**config.mk**
```make
export PLATFORM = sky130hd
export DESIGN_NAME = mem_dep_store_queue
export DESIGN_NICKNAME = d
export VERILOG_FILES = /design/src/rtl/mem_dep_store_queue.sv
export SDC_FILE = /design/constraint.sdc
export NUM_CORES = 1
export LEC_CHECK = 0
export CORE_MARGIN = 1.5
export CORE_UTILIZATION = 50
export CTS_CLUSTER_SIZE = 40
export DETAILED_ROUTE_END_ITERATION = 12
export GPL_TIMING_DRIVEN = 0
export PLACE_DENSITY = 0.77
export SETUP_SLACK_MARGIN = 0.02
export SLEW_MARGIN = 20
export SYNTH_ARGS = -nofsm -noshare
export SYNTH_HDL_FRONTEND = slang
export SYNTH_SLANG_ARGS = --single-unit
```
**constraint.sdc**
```tcl
create_clock -name clk -period 4.4 [get_ports clk]
set_input_delay 0.88 -clock clk [delete_from_list [all_inputs] [get_ports clk]]
set_output_delay 0.88 -clock clk [all_outputs]
set_load 0.03 [all_outputs]
```
**src/rtl/mem_dep_store_queue.sv**
```systemverilog
// -----------------------------------------------------------------------------
// mem_dep_store_queue
//
// Purpose:
//   Circular queue of pending stores (start address + size code). Each cycle
//   one load probe is compared against every valid store for byte-range
//   overlap. The result is registered and reports whether any store overlaps
//   and, if so, the slot index of the youngest overlapping store. The load
//   issue logic stalls on res_dep until the conflicting store drains to the
//   D-cache.
//
// Ports:
//   clk        in   clock, rising-edge
//   clr        in   asynchronous active-low reset
//   flush      in   synchronous invalidate of all entries (highest priority)
//   enq_valid  in   allocate a store this cycle
//   enq_ready  out  queue can accept a store (~full)
//   enq_addr   in   store start byte address
//   enq_type   in   store size code: 0=1B 1=2B 2=4B 3=8B
//   deq        in   retire oldest entry
//   head_addr  out  oldest entry address (0 when empty)
//   head_type  out  oldest entry size code (0 when empty)
//   count      out  number of valid entries, 0..DEPTH
//   full       out  count == DEPTH
//   empty      out  count == 0
//   ld_valid   in   load probe this cycle
//   ld_addr    in   load start byte address
//   ld_type    in   load size code
//   res_valid  out  registered probe result valid
//   res_dep    out  probe overlapped at least one valid store
//   res_idx    out  slot of youngest overlapping store (0 if no dependency)
// -----------------------------------------------------------------------------
module mem_dep_store_queue #(
    parameter int ADDR_W = 32,
    parameter int DEPTH  = 4,
    parameter int IDX_W  = 2
) (
    input  logic              clk,
    input  logic              clr,
    input  logic              flush,
    input  logic              enq_valid,
    output logic              enq_ready,
    input  logic [ADDR_W-1:0] enq_addr,
    input  logic [1:0]        enq_type,
    input  logic              deq,
    output logic [ADDR_W-1:0] head_addr,
    output logic [1:0]        head_type,
    output logic [IDX_W:0]    count,
    output logic              full,
    output logic              empty,
    input  logic              ld_valid,
    input  logic [ADDR_W-1:0] ld_addr,
    input  logic [1:0]        ld_type,
    output logic              res_valid,
    output logic              res_dep,
    output logic [IDX_W-1:0]  res_idx
);

    localparam logic [IDX_W:0] DEPTH_C = (IDX_W+1)'(DEPTH);

    // Byte count of a size code, widened by one bit so range ends never wrap.
    function automatic logic [ADDR_W:0] sizeOf(input logic [1:0] sizeCode);
        return (ADDR_W+1)'(1) << sizeCode;
    endfunction

    // Entry storage (no reset needed: valid bits qualify every use)
    logic [ADDR_W-1:0] addrMem [DEPTH];
    logic [1:0]        typeMem [DEPTH];

    logic [DEPTH-1:0]  validReg;
    logic [IDX_W-1:0]  headReg;
    logic [IDX_W-1:0]  tailReg;
    logic [IDX_W:0]    countReg;

    logic              resValidReg;
    logic              resDepReg;
    logic [IDX_W-1:0]  resIdxReg;

    logic              doEnq;
    logic              doDeq;
    logic              probeLive;

    logic [ADDR_W:0]   ldStart;
    logic [ADDR_W:0]   ldEnd;
    logic [DEPTH-1:0]  hitVec;
    logic              anyHit;
    logic [IDX_W-1:0]  hitIdx;
    logic [IDX_W-1:0]  walkSlot;

    // ------------------------------------------------------------------
    // Status
    // ------------------------------------------------------------------
    assign full      = (countReg == DEPTH_C);
    assign empty     = (countReg == '0);
    assign enq_ready = ~full;
    assign count     = countReg;

    assign head_addr = empty ? '0 : addrMem[headReg];
    assign head_type = empty ? '0 : typeMem[headReg];

    // Flush wins over enq/deq in the same cycle.
    assign doEnq     = enq_valid & ~full  & ~flush;
    assign doDeq     = deq       & ~empty & ~flush;
    assign probeLive = ld_valid  & ~flush;

    // ------------------------------------------------------------------
    // Per-slot overlap compare on half-open ranges [start, start+size).
    // Uses pre-edge contents, so a store enqueued this cycle is not seen,
    // while a store being dequeued this cycle still is.
    // ------------------------------------------------------------------
    assign ldStart = {1'b0, ld_addr};
    assign ldEnd   = ldStart + sizeOf(ld_type);

    generate
        for (genvar gi = 0; gi < DEPTH; gi++) begin : genSlot
            logic [ADDR_W:0] stStart;
            logic [ADDR_W:0] stEnd;
            assign stStart    = {1'b0, addrMem[gi]};
            assign stEnd      = stStart + sizeOf(typeMem[gi]);
            assign hitVec[gi] = validReg[gi] & (ldStart < stEnd) & (stStart < ldEnd);
        end
    endgenerate

    // Youngest hit: walk backward from tail-1; the first hit found wins.
    // Valid entries are contiguous from head to tail-1, so invalid slots
    // reached by the walk simply never hit.
    always_comb begin
        anyHit   = 1'b0;
        hitIdx   = '0;
        walkSlot = '0;
        for (int k = 0; k < DEPTH; k++) begin
            walkSlot = tailReg - IDX_W'(1) - IDX_W'(k);
            if (!anyHit && hitVec[walkSlot]) begin
                anyHit = 1'b1;
                hitIdx = walkSlot;
            end
        end
    end

    // ------------------------------------------------------------------
    // Control state
    // ------------------------------------------------------------------
    always_ff @(posedge clk or negedge clr) begin
        if (!clr) begin
            validReg <= '0;
            headReg  <= '0;
            tailReg  <= '0;
            countReg <= '0;
        end else if (flush) begin
            validReg <= '0;
            headReg  <= '0;
            tailReg  <= '0;
            countReg <= '0;
        end else begin
            // Enq and deq never touch the same slot: enq needs ~full and
            // deq needs ~empty, so tail != head whenever both fire.
            if (doEnq) begin
                validReg[tailReg] <= 1'b1;
                tailReg           <= tailReg + IDX_W'(1);
            end
            if (doDeq) begin
                validReg[headReg] <= 1'b0;
                headReg           <= headReg + IDX_W'(1);
            end
            case ({doEnq, doDeq})
                2'b10:   countReg <= countReg + (IDX_W+1)'(1);
                2'b01:   countReg <= countReg - (IDX_W+1)'(1);
                default: countReg <= countReg;
            endcase
        end
    end

    // Entry payload write
    always_ff @(posedge clk) begin
        if (doEnq) begin
            addrMem[tailReg] <= enq_addr;
            typeMem[tailReg] <= enq_type;
        end
    end

    // ------------------------------------------------------------------
    // Registered probe result; dep/idx are forced to 0 when not valid.
    // ------------------------------------------------------------------
    always_ff @(posedge clk or negedge clr) begin
        if (!clr) begin
            resValidReg <= 1'b0;
            resDepReg   <= 1'b0;
            resIdxReg   <= '0;
        end else begin
            resValidReg <= probeLive;
            resDepReg   <= probeLive & anyHit;
            resIdxReg   <= (probeLive & anyHit) ? hitIdx : '0;
        end
    end

    assign res_valid = resValidReg;
    assign res_dep   = resDepReg;
    assign res_idx   = resIdxReg;

endmodule

```
### Word-level counts from Yosys, hierarchy flattened

Memories as Yosys holds them, arrays and structs flattened.
Index checks and enable logic that the tools add are counted.

| word-level totals | value |
|---|---|
| flip-flop bits (word level) | 15 |
| memory bits (writable) | 136 |
| input port bits | 74 |
| output and inout bits | 44 |
| logic and storage cells | 113 |
| memories | 2 |

Memories:

| memory | depth | width | read ports | clocked after Yosys merged registers in | write ports | line | text |
|---|---|---|---|---|---|---|---|
| addrMem | 4 | 32 | 5 | 0 | 1 | 67 | `logic [ADDR_W-1:0] addrMem [DEPTH];` |
| typeMem | 4 | 2 | 5 | 0 | 1 | 68 | `logic [1:0] typeMem [DEPTH];` |

| cells by class | value |
|---|---|
| add/sub/neg operators | 13 |
| order comparisons | 16 |
| equal/unequal tests | 3 |
| shifts and indexed selects | 5 |
| muxes and demuxes | 35 |
| bitwise operators | 20 |
| reductions and logical operators | 12 |

Operators by type and width:

| kind | count |
|---|---|
| 32-bit by 33-bit < comparator with 1-bit output | 8 |
| 32-bit by 33-bit adder with 33-bit output | 5 |
| 1-bit by 2-bit << shifter with 33-bit output (first input constant) | 5 |
| 32-bit two-way mux | 1 |
| 2-bit two-way mux | 10 |
| 2-bit by 3-bit < comparator with 1-bit output (second input constant) | 6 |
| 4-bit two-way mux | 4 |
| 1-bit AND | 14 |
| 1-bit two-way mux | 12 |
| 1-bit binary-select mux with 2-bit select | 4 |
| 3-bit case mux with 2 select lines | 1 |
| 1-bit logical AND | 5 |
| 2-bit by 1-bit adder with 2-bit output (second input constant) | 2 |
| 4-bit AND | 1 |
| 1-bit demux with 2-bit select | 2 |
| 2-bit by 1-bit >= comparator with 1-bit output (second input constant) | 2 |
| 4-bit NOT | 1 |
| 4-bit bitwise OR | 1 |
| 2-bit nonzero test | 2 |
| 2-bit by 1-bit subtractor with 2-bit output (second input constant) | 2 |
| 2-bit subtractor (second input constant) | 2 |
| 3-bit by 1-bit adder with 3-bit output (second input constant) | 1 |
| 3-bit == test (second input constant) | 1 |
| 1-bit logical NOT | 3 |
| other kinds (7) | 9 |

### Longest topological paths before layout

Gate-level depths: netlist (run 1).
An unclocked memory read counts as a cell.

| logic depth | value |
|---|---|
| depth in word-level cells | 20 |
| gate-level depth with buffers | 22 |
| depth with buffers taken out | 22 |

### Least setup slack after synthesis (run 1)

No wires, ideal clock.

| timing | value |
|---|---|
| path kind | input to register |
| start | input ld_type[1] |
| end | register resIdxReg[0] (netlist: res_idx[0]) |
| library setup time | 0.082 ns |
| data arrival time | 4.555 ns |
| data required time | 4.318 ns |
| slack | -0.236 ns |
| cell stages on the path | 22 |
| path buffers | 0 |
| cell sequence | nand2b_1 inv_1 ha_1 a21o_1 a21oi_1 nor2b_1 o21ai_0 nor2_1 nand2_1 nor2_1 nand3_1 xor2_1 ha_1 a21o_1 a21o_1 a221oi_1 nand2_1 o311ai_1 o31ai_1 a2bb2oi_1 or2_1 a31oi_1 |

| between the ends | value |
|---|---|
| word-level cells in the longest chain between the ends | 18 |
| elaborated cells between the ends (all ways) | 34 |
| those cells by class | 1 x add/sub; 4 x order compare; 1 x shift; 17 x mux; 5 x bitwise; 6 x reduce/logical |

RTL lines:

| item | line | text |
|---|---|---|
| start, declared | 53 | `input logic [1:0] ld_type,` |
| 1-bit by 2-bit << shifter with 33-bit output (*) | 63 | `return (ADDR_W+1)'(1) << sizeCode;` |
| 32-bit by 33-bit adder with 33-bit output (*) | 112 | `assign ldEnd = ldStart + sizeOf(ld_type);` |
| 32-bit by 33-bit < comparator with 1-bit output | 120 | `assign hitVec[gi] = validReg[gi] & (ldStart < stEnd) & (stStart < ldEnd);` |
| 1-bit AND | 120 |  |
| 1-bit binary-select mux with 2-bit select | 133 | `if (!anyHit && hitVec[walkSlot]) begin` |
| 1-bit two-way mux (not written as such) | 133 |  |
| 1-bit two-way mux | 133 |  |
| 1-bit logical NOT | 133 |  |
| [... 2 more ...] | - |  |
| 1-bit logical NOT | 133 |  |
| 1-bit logical AND | 133 |  |
| 1-bit two-way mux | 133 |  |
| 1-bit logical NOT | 133 |  |
| 1-bit logical AND | 133 |  |
| 1-bit two-way mux | 133 |  |
| 1-bit AND | 192 | `resIdxReg <= (probeLive & anyHit) ? hitIdx : '0;` |
| 2-bit two-way mux (*) | 192 |  |
| end signal, assigned | 192 |  |
| end, declared | 77 | `logic [IDX_W-1:0] resIdxReg;` |

Every way passes the cells marked *; elsewhere a longest branch is shown, timed or not. The select of a mux whose other input is x is not followed.
A chain may end at the register's enable or synchronous reset.

### Final worst setup path (run 1)

| timing | value |
|---|---|
| start | input ld_addr[21] |
| end | register resIdxReg[0] (netlist: res_idx[0]) |

| between the ends | value |
|---|---|
| word-level cells in the longest chain between the ends | 17 |
| elaborated cells between the ends (all ways) | 41 |
| those cells by class | 1 x add/sub; 8 x order compare; 17 x mux; 9 x bitwise; 6 x reduce/logical |

RTL lines:

| item | line | text |
|---|---|---|
| start, declared | 52 | `input logic [ADDR_W-1:0] ld_addr,` |
| 32-bit by 33-bit adder with 33-bit output / 32-bit by 33-bit < comparator with 1-bit output (equally long branches) | 112, 120 |  |
| 32-bit by 33-bit < comparator with 1-bit output / 1-bit AND (equally long branches) | 120 |  |
| 1-bit AND | 120 |  |
| 1-bit binary-select mux with 2-bit select | 133 |  |
| 1-bit two-way mux (not written as such) | 133 |  |
| 1-bit two-way mux | 133 |  |
| 1-bit logical NOT | 133 |  |
| 1-bit logical AND | 133 |  |
| 1-bit two-way mux | 133 |  |
| 1-bit logical NOT | 133 |  |
| 1-bit logical AND | 133 |  |
| 1-bit two-way mux | 133 |  |
| 1-bit logical NOT | 133 |  |
| 1-bit logical AND | 133 |  |
| 1-bit two-way mux | 133 |  |
| 1-bit AND | 192 |  |
| 2-bit two-way mux (*) | 192 |  |

Marked as above.

==> results.py, run 1 <==
metrics = {
    "clocking": {
        "cts_max_path_buffers": 2,
        "clk_pin_slew_ns": 0.07,
        "cts_tree": "done",
        "h-tree-depth": 4,
        "cts-root-buf": "clkbuf_16",
        "holdBufCountCts": 0,
        "cts_buffers": 17,
        "clock_sinks": 151,
        "clk_latency_ns": 0.46,
    },
    "yosys": {
        "yosys_warnings": 0,
        "ys_seq_elements": 151,
        "synth_ff_type": "edfxtp_1",
        "syn-cell-area_um2": 14500,
        "synth_enable_flop_cells": 136,
        "syn_inst": 1428,
        "yosysSeqAreaShare": 0.307,
        "synthArstFlopShare": 0.0993,
        "avgSynthCellArea_um2": 10.2,
        "synth.distinct_cells": 66,
        "syn-num-nets": 1784,
    },
    "floorplan": {
        "die_w_um": 174,
        "io_pins": 118,
        "core_area_um2": 28600,
        "fp.dieArea_um2": 30100,
        "die_h_um": 174,
        "start_util": 0.508,
        "num_rows": 62,
    },
    "global_routing": {
        "antenna_found_initial": 0,
        "busiest_layer": "met2",
        "met2_usage": 0.506,
        "met3_usage": 0.0711,
        "overflow": 0,
        "grt_pass1_vias": 12731,
        "grt_pass1_wl_mm": 72.2,
        "grt_max_degree": 21,
        "grt_usage": 0.314,
        "met1_usage": 0.398,
    },
    "cells_and_area": {
        "antenna_cells": 0,
        "drive_gt1_frac": 0.151,
        "register_area_um2": 4460,
        "multi_input_area_um2": 10700,
        "synthToLayoutAreaGrowth_pct": 23.6,
        "mostFrequentLayoutCells": "ha_1 (269), edfxtp_1 (136), nand2_1 (119)",
        "fillCellCount": 2284,
        "layout_commonest_cell": "ha_1",
        "postLayoutCoreUtil": 0.628,
        "fin_cells": 2008,
        "nNetsFinal": 1967,
    },
    "critical_path": {
        "criticalPathCategory": "primary input to register",
        "critPathLaunchType": "primary input",
        "cp-end-kind": "register",
        "crit_required_ns": 4.77,
        "crit_fanout": 7,
        "worst_ep_arrival_time_ns": 5.09,
        "cp_common_cell": "buf_4",
        "cpPeakStageDelay_ns": 0.56,
        "slowest_stage": "dlygate4sd2_1",
        "cp_cell_sequence": "dlygate4sd2_1 > and3_1 > nand3_1 > nor4_4 > buf_4 > buf_4 > xnor2_2 > ha_1 > nand4_1 > nor2_4 > a221o_1 > a41oi_4 > o31a_1 > o31ai_4 > a2bb2oi_4 > buf_4 > nand3_1 > a31oi_1",
    },
    "power": {
        "sw_frac_of_total": 0.402,
        "cellInternalPower_mw": 3.55,
        "power_density_nw_per_um2": 330,
        "p_comb_frac": 0.454,
        "p_leak_nw": 6.92,
        "p_seq_frac": 0.307,
        "p_clk_frac": 0.239,
        "p_total_mw": 5.94,
        "power_switching_mw": 2.38,
        "ir_drop_uv": 438,
    },
    "timing": {
        "layout_setup_ws_ns": -0.323,
        "tightest_slew_ns": 0.836,
        "hold_viol_final": 0,
        "fmax_mhz": 212,
        "setup_violations": 3,
        "finalClockSkew_ns": 0.0117,
        "rsz0062_at_grt": "true",
        "relSlewSlack": 0.443,
        "drv_slew": 0,
        "finalCritPeriodShare": 1.07,
        "fin_crit_ns": 4.72,
        "fin_setup_tns_ns": -0.820,
    },
    "routing": {
        "dr.pass1.iters": 5,
        "routedWlPerCell_um": 23.2,
        "drc": 0,
        "drt_iter0_markers": 987,
        "ant_nets": 0,
        "totalWireLength_mm": 46.5,
        "viasPerCell": 6.28,
        "vias": 12616,
    },
    "place": {
        "routabilityCongestion": 0.970,
        "dp_slack_ns": -1.86,
        "numPortBuffers": 117,
        "numPlacedInstances": 1933,
        "dp_hpwl_mm": 35.6,
    },
    "min_path": {
        "hp-class": "register to register",
    },
    "flow_run": {
        "cap_violations": 0,
    },
    "status": {
        "status": "finished, violations left",
        "violations": "setup timing",
    },
}
[power by group through the flow]
stage,Clock (mW),Combinational [mW],Sequential (mW)
3_5_place_dp,0,2.55,1.84
2_1_floorplan,0,1.57,1.82
5_1_grt,1.48,2.90,1.83
6_report,1.42,2.69,1.82
3_3_place_gp,0,2.47,1.84
4_1_cts,1.42,2.66,1.82
[area by class of cell]
class                   instances  share of cell area
clock inverters                15             0.00676
plain buffers                  16             0.00550
flip-flops and latches        151               0.248
clock buffers                  17              0.0237
inverters                      31             0.00648
repair buffers                165              0.0887
well taps                     384              0.0267
multi-input cells            1229               0.594
[synth_stat cells (all sizes together), types with 3 or more instances]
cell type / count / area [um^2]
nor2: 114 / 430
a221oi: 3 / 26.3
o211ai: 6 / 45.0
o21ai: 53 / 265
or2: 5 / 31.3
mux4: 34 / 769
edfxtp: 136 / 4080
nor3: 17 / 85.1
nor2b: 55 / 344
buf: 5 / 33.8
and3: 19 / 119
inv: 31 / 116
nor3b: 4 / 30.0
a211oi: 24 / 180
nand4: 57 / 363
nand3: 57 / 290
clkbuf: 12 / 45.0
and4: 15 / 131
a31oi: 6 / 37.5
a21o: 38 / 285
dfrtp: 15 / 375
ha: 276 / 3450
o21a: 5 / 37.5
a2111oi: 4 / 35.0
and2: 11 / 68.8
nor4: 8 / 56.3
a41oi: 3 / 26.3
o31ai: 8 / 60.1
nand2b: 5 / 31.3
xnor2: 76 / 666
fa: 6 / 120
nand2: 121 / 454
or3: 4 / 25.0
a21oi: 86 / 430
xor2: 79 / 692
[registers in the layout, indices dropped and copies added (netlist names)]
signal,flops
typeMem,8
validReg,4
res_valid,1
res_dep,1
tailReg,2
addrMem,128
count,3
headReg,2
res_idx,2
[repair_timing]
item / in CTS / in global routing
cloned: 0 / 0
pin swaps: 50 / 12
gates resized for setup: 173 / 25
endpoints found under the setup margin: 29 / 4
buffers inserted: 35 / 9
[routing by layer]
layer  up-vias  wire length [um]
met5         -                 0
li1       5785                 -
met4         0              2320
met2       594             21800
met3       140              3740
met1      6097             18600
[kinds of logic (layout without fill, tap and decap cells)]
kind of cell | after synthesis | in the layout | share of synthesized area
compound gates | 261 | 261 | 0.115
xor+xnor | 155 | 155 | 0.0934
fa+ha+maj | 282 | 282 | 0.246
buf+inv | 48 | 244 | 0.0134
flops | 151 | 151 | 0.307
mux | 36 | 36 | 0.0543
simple gates | 495 | 495 | 0.171
[per-stage QoR]
stage                     hold slack [ns]  area (um^2)
after floorplan                     0.533        14600
after global placement              0.559        16300
after detailed placement            0.580        16400
after CTS                           0.589        17800
after global routing                0.609        18000
final                               0.582        18000
[path summary, 6_finish.rpt]
kind	from	to	slack, ns	depth (start not counted)
min in group asynchronous	clr	res_idx[1]	0.83	1
setup / recovery	ld_addr[21]	res_idx[0]	-0.32	18
max in group asynchronous	clr	headReg[1]	3.15	1
hold / removal	tailReg[1]	tailReg[1]	0.58	2
setup reg to reg	typeMem[0][0]	res_idx[0]	-0.22	21
hold reg to reg	tailReg[1]	tailReg[1]	0.58	2
[critical path, delay by kind of cell]
family                   cells  cell delay, ns
XOR/XNOR                     1            0.11
AND/OR/NAND/NOR              6            1.25
AO/OA/AOI/OAI                6            1.42
adder cells (fa/ha/maj)      1            0.38
buffers and inverters        4            1.02
Note: power is estimated with default switching activity, not from simulation.
==> run 2: changes to the inputs <==
- ABC_CLOCK_PERIOD_IN_PS: unset -> 4400
- SETUP_SLACK_MARGIN: 0.02 -> unset
==> run 2 against run 1 <==
Critical endpoint unchanged. Total power up 2.0%. The run still ends with setup timing left. Combinational power about the same. Critical path depth up 5. Flip-flop and latch count unchanged. Hold slack worse by 0.00093 ns. Clock skew up 0.00097 ns. Final cell count about the same. Non-clock buffer count up 1. Largest power group unchanged. Global-route usage down 0.70 points.
==> results.py, run 2 (synthesis gave the netlist of run 1 again) <==
metrics = {
    "min_path": {
        "hp-class": "register to register",
        "min_from": "tailReg[1]",
    },
    "routing": {
        "routedWlPerCell_um": 22.9,
        "ant_nets": 0,
        "viasPerCell": 6.31,
        "dr.pass1.iters": 6,
        "vias": 12682,
        "totalWireLength_mm": 46.0,
        "drt_iter0_markers": 990,
        "drc": 0,
    },
    "critical_path": {
        "crit_fanout": 6,
        "critPathCapture": "res_idx[0]",
        "worstSetupStartpoint": "ld_type[0]",
        "crit_required_ns": 4.77,
        "r2r_end": "res_idx[0]",
        "critPathLaunchType": "primary input",
        "reg2reg_from": "typeMem[1][0]",
        "criticalPathCategory": "primary input to register",
        "r2r_slack_ns": -0.19,
        "rr_worst_depth": 19,
        "cp-end-kind": "register",
        "worst_ep_arrival_time_ns": 4.98,
    },
    "clocking": {
        "holdBufCountCts": 0,
        "h-tree-depth": 4,
        "clk_latency_ns": 0.45,
        "cts_tree": "done",
        "cts_max_path_buffers": 2,
        "clk_pin_slew_ns": 0.07,
        "cts-root-buf": "clkbuf_16",
        "cts_buffers": 17,
        "clock_sinks": 151,
    },
    "flow_run": {
        "cap_violations": 0,
    },
    "power": {
        "p_leak_nw": 6.96,
        "p_total_mw": 6.06,
        "ir_drop_uv": 416,
        "power_density_nw_per_um2": 337,
    },
    "cells_and_area": {
        "mostFrequentLayoutCells": "ha_1 (268), edfxtp_1 (136), nand2_1 (118)",
        "largest_register_ff_count": 128,
        "nNetsFinal": 1968,
        "regMostFlops": "addrMem",
        "reg.largest.list": "addrMem: 128 flops, typeMem: 8 flops, validReg: 4 flops",
        "drive_gt1_frac": 0.154,
        "synthToLayoutAreaGrowth_pct": 23.5,
        "antenna_cells": 0,
        "final_area_um2": 17900,
        "fillCellCount": 2250,
        "layout_commonest_cell": "ha_1",
    },
    "timing": {
        "finalClockSkew_ns": 0.0127,
        "fmax_mhz": 217,
        "drv_slew": 0,
        "relSlewSlack": 0.408,
        "fin_crit_ns": 4.61,
        "hold_viol_final": 0,
        "setup_violations": 3,
        "layout_setup_ws_ns": -0.212,
        "hold_slack_ns": 0.582,
        "rsz0062_at_grt": "true",
        "finalCritPeriodShare": 1.05,
        "fin_setup_tns_ns": -0.544,
        "tightest_slew_ns": 0.889,
    },
    "global_routing": {
        "grt_max_degree": 21,
        "grt_pass1_wl_mm": 70.7,
        "grt_pass1_vias": 12741,
        "overflow": 0,
        "grt_usage": 0.307,
        "antenna_found_initial": 1,
    },
    "floorplan": {
        "die_h_um": 174,
        "die_w_um": 174,
        "num_rows": 62,
        "start_util": 0.508,
        "core_area_um2": 28600,
        "io_pins": 118,
        "fp.dieArea_um2": 30100,
    },
    "status": {
        "status": "finished, violations left",
        "violations": "setup timing",
    },
    "place": {
        "dp_hpwl_mm": 35.5,
        "numPortBuffers": 117,
        "placed_area_um2": 16400,
        "routabilityCongestion": 0.946,
    },
}
[run 2: cell count changes in the layout (fill, tap and decap cells not counted), sizes merged]
cell,delta
clkdlybuf4s15,-4
dlygate4sd2,-5
clkbuf,+4
clkinv,-7
inv,+5
clkdlybuf4s50,+2
dlymetal6s2s,+3
bufinv,+2
buf,+1
[run 2: final cells by class]
class / instances / area, um^2 / share of cell area
timing repair buffer: 167 / 1600 / 0.0890
clock inverter: 15 / 179 / 0.00997
tap: 384 / 480 / 0.0268
clock buffer: 17 / 425 / 0.0237
sequential: 151 / 4460 / 0.248
multi-input combinational: 1229 / 10600 / 0.591
buffer: 15 / 81.3 / 0.00453
inverter: 31 / 116 / 0.00648
[run 2: worst max-delay path: stages]
cell and delay (ns):
buf_6 0.11, nor2_4 0.12, ha_4 0.14, inv_2 0.03, fa_2 0.37, nor2b_4 0.15, o311ai_4 0.12, buf_12 0.16
nor2_4 0.17, buf_4 0.16, nand3_2 0.09, xor2_2 0.18, ha_1 0.33, a21oi_2 0.17, o21ai_2 0.09, a221o_1 0.34
a41oi_2 0.30, o31a_1 0.34, o31ai_2 0.09, a2bb2oi_2 0.21, buf_4 0.17, nand3_1 0.07, a31oi_1 0.18
[run 2: what timing repair did]
action / 4_1_cts / 5_1_grt
endpoints found under the setup margin: 29 / 23
gates resized for setup: 124 / 63
pin swaps: 38 / 30
buffers inserted: 29 / 18
[run 2: worst min-delay path by stage]
stage / end / slack (ns) / cells past startpoint
finish: tailReg[1] / 0.58 / 2
global route: tailReg[1] / 0.61 / 2
CTS: tailReg[1] / 0.58 / 2
detailed placement: tailReg[1] / 0.57 / 2
global placement: tailReg[1] / 0.56 / 2
floorplan: validReg[0] / 0.53 / 2
[run 2: through the flow]
| step | util | std cells | worst slack [ns] |
|---|---|---|---|
| detailed placement | 0.572 | 1933 | -1.73 |
| global route | 0.627 | 2009 | -0.353 |
| floorplan | - | 1428 | 0.00661 |
| finish | 0.627 | 2009 | -0.212 |
| global placement | 0.568 | 1929 | -1.61 |
| CTS | 0.616 | 1992 | -0.199 |
[run 2: power by group]
part	internal, mW	switching, mW
Sequential	1.68	0.146
Clock	0.860	0.704
Combinational	1.13	1.54
[run 2: metal layers]
layer  global-route usage  wire length (um)  share of wire
met1                0.400             18800           0.41
met2                0.502             21600           0.47
met3               0.0557              3690          0.080
met4                0.134              1840          0.040
met5                    0                10        0.00022
==> run 3: changes to the inputs <==
- CTS_BUF_LIST: unset -> sky130_fd_sc_hd__clkbuf_4
- PLACE_DENSITY: 0.77 -> 0.7
==> run 3 against run 2 <==
Largest power group unchanged. First-iteration DRC count shrank 2.9%. Critical path type unchanged. Maximum frequency grew 3.3%. The flow still finishes with violations (setup timing). Sequential power is essentially flat. Routed wire length shrank 3.3%. Critical path depth shrank 4. Count of clock-buffer cells in the layout is the same. Design area shrank 1.6%.
==> results.py, run 3 (synthesis gave the netlist of run 1 again) <==
metrics = {
    "global_routing": {
        "grt_max_degree": 21,
        "antenna_found_initial": 2,
        "overflow": 0,
        "grt_pass1_vias": 11934,
        "grt_pass1_wl_mm": 68.6,
        "grt_usage": 0.300,
    },
    "critical_path": {
        "critPathLaunchType": "primary input",
        "cp-end-kind": "register",
        "slowest_stage": "clkdlybuf4s50_1",
        "worst_ep_arrival_time_ns": 5.05,
        "criticalPathCategory": "primary input to register",
        "crit_fanout": 8,
        "cp_common_cell": "nor2_4",
        "path_delay_family": "compound AO/OA/AOI/OAI gates",
        "cpPeakStageDelay_ns": 0.75,
        "worstSetupStartpoint": "ld_addr[4]",
        "cp_cell_sequence": "clkdlybuf4s50_1 > and3_1 > o21ai_4 > nor2_4 > nand2_4 > nor2_4 > nand3_1 > xor2_2 > buf_4 > ha_1 > a21o_1 > a21oi_1 > o211ai_1 > a211o_1 > nor3_4 > o32ai_4 > a2bb2oi_1 > or2_1 > a31oi_1",
        "reg2reg_from": "addrMem[3][0]",
        "crit_required_ns": 4.99,
        "crit_buf_inv": 2,
    },
    "cells_and_area": {
        "mostFrequentLayoutCells": "ha_1 (271), edfxtp_1 (136), nand2_1 (118)",
        "fillCellCount": 2387,
        "drive_gt1_frac": 0.149,
        "regMostFlops": "addrMem",
        "nNetsFinal": 1970,
        "reg.largest.list": "addrMem: 128 flops, typeMem: 8 flops, validReg: 4 flops",
        "synthToLayoutAreaGrowth_pct": 21.5,
        "largest_register_ff_count": 128,
        "layout_commonest_cell": "ha_1",
    },
    "clocking": {
        "clk_pin_slew_ns": 0.16,
        "cts_tree": "done",
        "clk_latency_ns": 0.69,
        "cts-root-buf": "clkbuf_4",
        "cts_buffers": 17,
        "holdBufCountCts": 0,
        "h-tree-depth": 4,
        "clock_sinks": 151,
        "cts_max_path_buffers": 2,
    },
    "routing": {
        "viasPerCell": 6.10,
        "routedWlPerCell_um": 22.1,
        "ant_nets": 0,
        "drc": 0,
        "totalWireLength_mm": 44.5,
        "vias": 12279,
        "dr.pass1.iters": 5,
        "drt_iter0_markers": 961,
    },
    "place": {
        "numPortBuffers": 117,
        "routabilityCongestion": 0.948,
        "dp_hpwl_mm": 35.3,
    },
    "status": {
        "status": "finished, violations left",
        "violations": "setup timing",
    },
    "flow_run": {
        "cap_violations": 0,
    },
    "timing": {
        "layout_setup_ws_ns": -0.0661,
        "tightest_slew_ns": 0.937,
        "fin_setup_tns_ns": -0.101,
        "drv_slew": 0,
        "finalCritPeriodShare": 1.02,
        "hold_viol_final": 0,
        "fmax_mhz": 224,
        "relSlewSlack": 0.369,
        "rsz0062_at_grt": "true",
        "finalClockSkew_ns": 0.0299,
        "setup_violations": 3,
        "fin_crit_ns": 4.47,
    },
    "floorplan": {
        "die_h_um": 174,
        "core_area_um2": 28600,
        "num_rows": 62,
        "io_pins": 118,
        "die_w_um": 174,
        "start_util": 0.508,
        "fp.dieArea_um2": 30100,
    },
    "power": {
        "p_total_mw": 5.50,
        "ir_drop_uv": 375,
        "p_leak_nw": 6.87,
        "power_density_nw_per_um2": 311,
    },
    "min_path": {
        "hp-class": "primary input to async pin",
    },
}
run 3: layout make-up:
| cell class | instances | area [um^2] | share of cell area |
|---|---|---|---|
| sequential | 151 | 4460 | 0.253 |
| buffer | 15 | 71.3 | 0.00404 |
| tap | 384 | 480 | 0.0272 |
| inverter | 31 | 116 | 0.00659 |
| clock buffer | 17 | 128 | 0.00723 |
| antenna | 2 | 5.00 | 0.000283 |
| multi-input combinational | 1229 | 10600 | 0.599 |
| timing repair buffer | 169 | 1630 | 0.0921 |
| clock inverter | 15 | 203 | 0.0115 |
run 3: power by group:
part / total (mW) / switching [mW] / leakage (nW) / internal, mW
clock: 1.03 / 0.607 / 0.178 / 0.418
sequential: 1.82 / 0.143 / 1.44 / 1.68
combinational: 2.65 / 1.53 / 5.26 / 1.13
total: 5.50 / 2.27 / 6.87 / 3.22
run 3: repair_timing:
item,in CTS,in global routing
gates resized for setup,118,37
pin swaps,26,27
setup buffers,26,21
setup endpoints to repair,32,8
run 3: through the flow:
stage / instances / utilization / cell area [um^2] / setup WS (ns) / hold WS [ns]
3_5_place_dp: 1934 / 0.572 / 16400 / -1.80 / 0.564
3_3_place_gp: 1929 / 0.568 / 16300 / -1.82 / 0.562
5_1_grt: 2013 / 0.617 / 17700 / -0.214 / 0.589
4_1_cts: 1990 / 0.607 / 17400 / -0.0635 / 0.562
2_1_floorplan: 1428 / - / 14600 / 0.00661 / 0.533
6_report: 2013 / 0.617 / 17700 / -0.0661 / 0.570
run 3: path summary, 6_finish.rpt:
check / end / slack, ns / depth (start not counted)
min reg2reg: tailReg[1] / 0.58 / 2
max in group asynchronous: validReg[3] / 3.38 / 1
min: tailReg[0] / 0.57 / 1
max: res_idx[0] / -0.07 / 19
min in group clk: tailReg[1] / 0.58 / 2
max reg2reg: res_idx[0] / -0.06 / 19
run 3: routing by layer:
layer	vias to the layer above	wire, um	GRT usage
li1	5805	-	-
met1	5970	19600	0.403
met2	413	20400	0.482
met3	91	2800	0.0511
met4	0	1740	0.121
met5	-	0	0
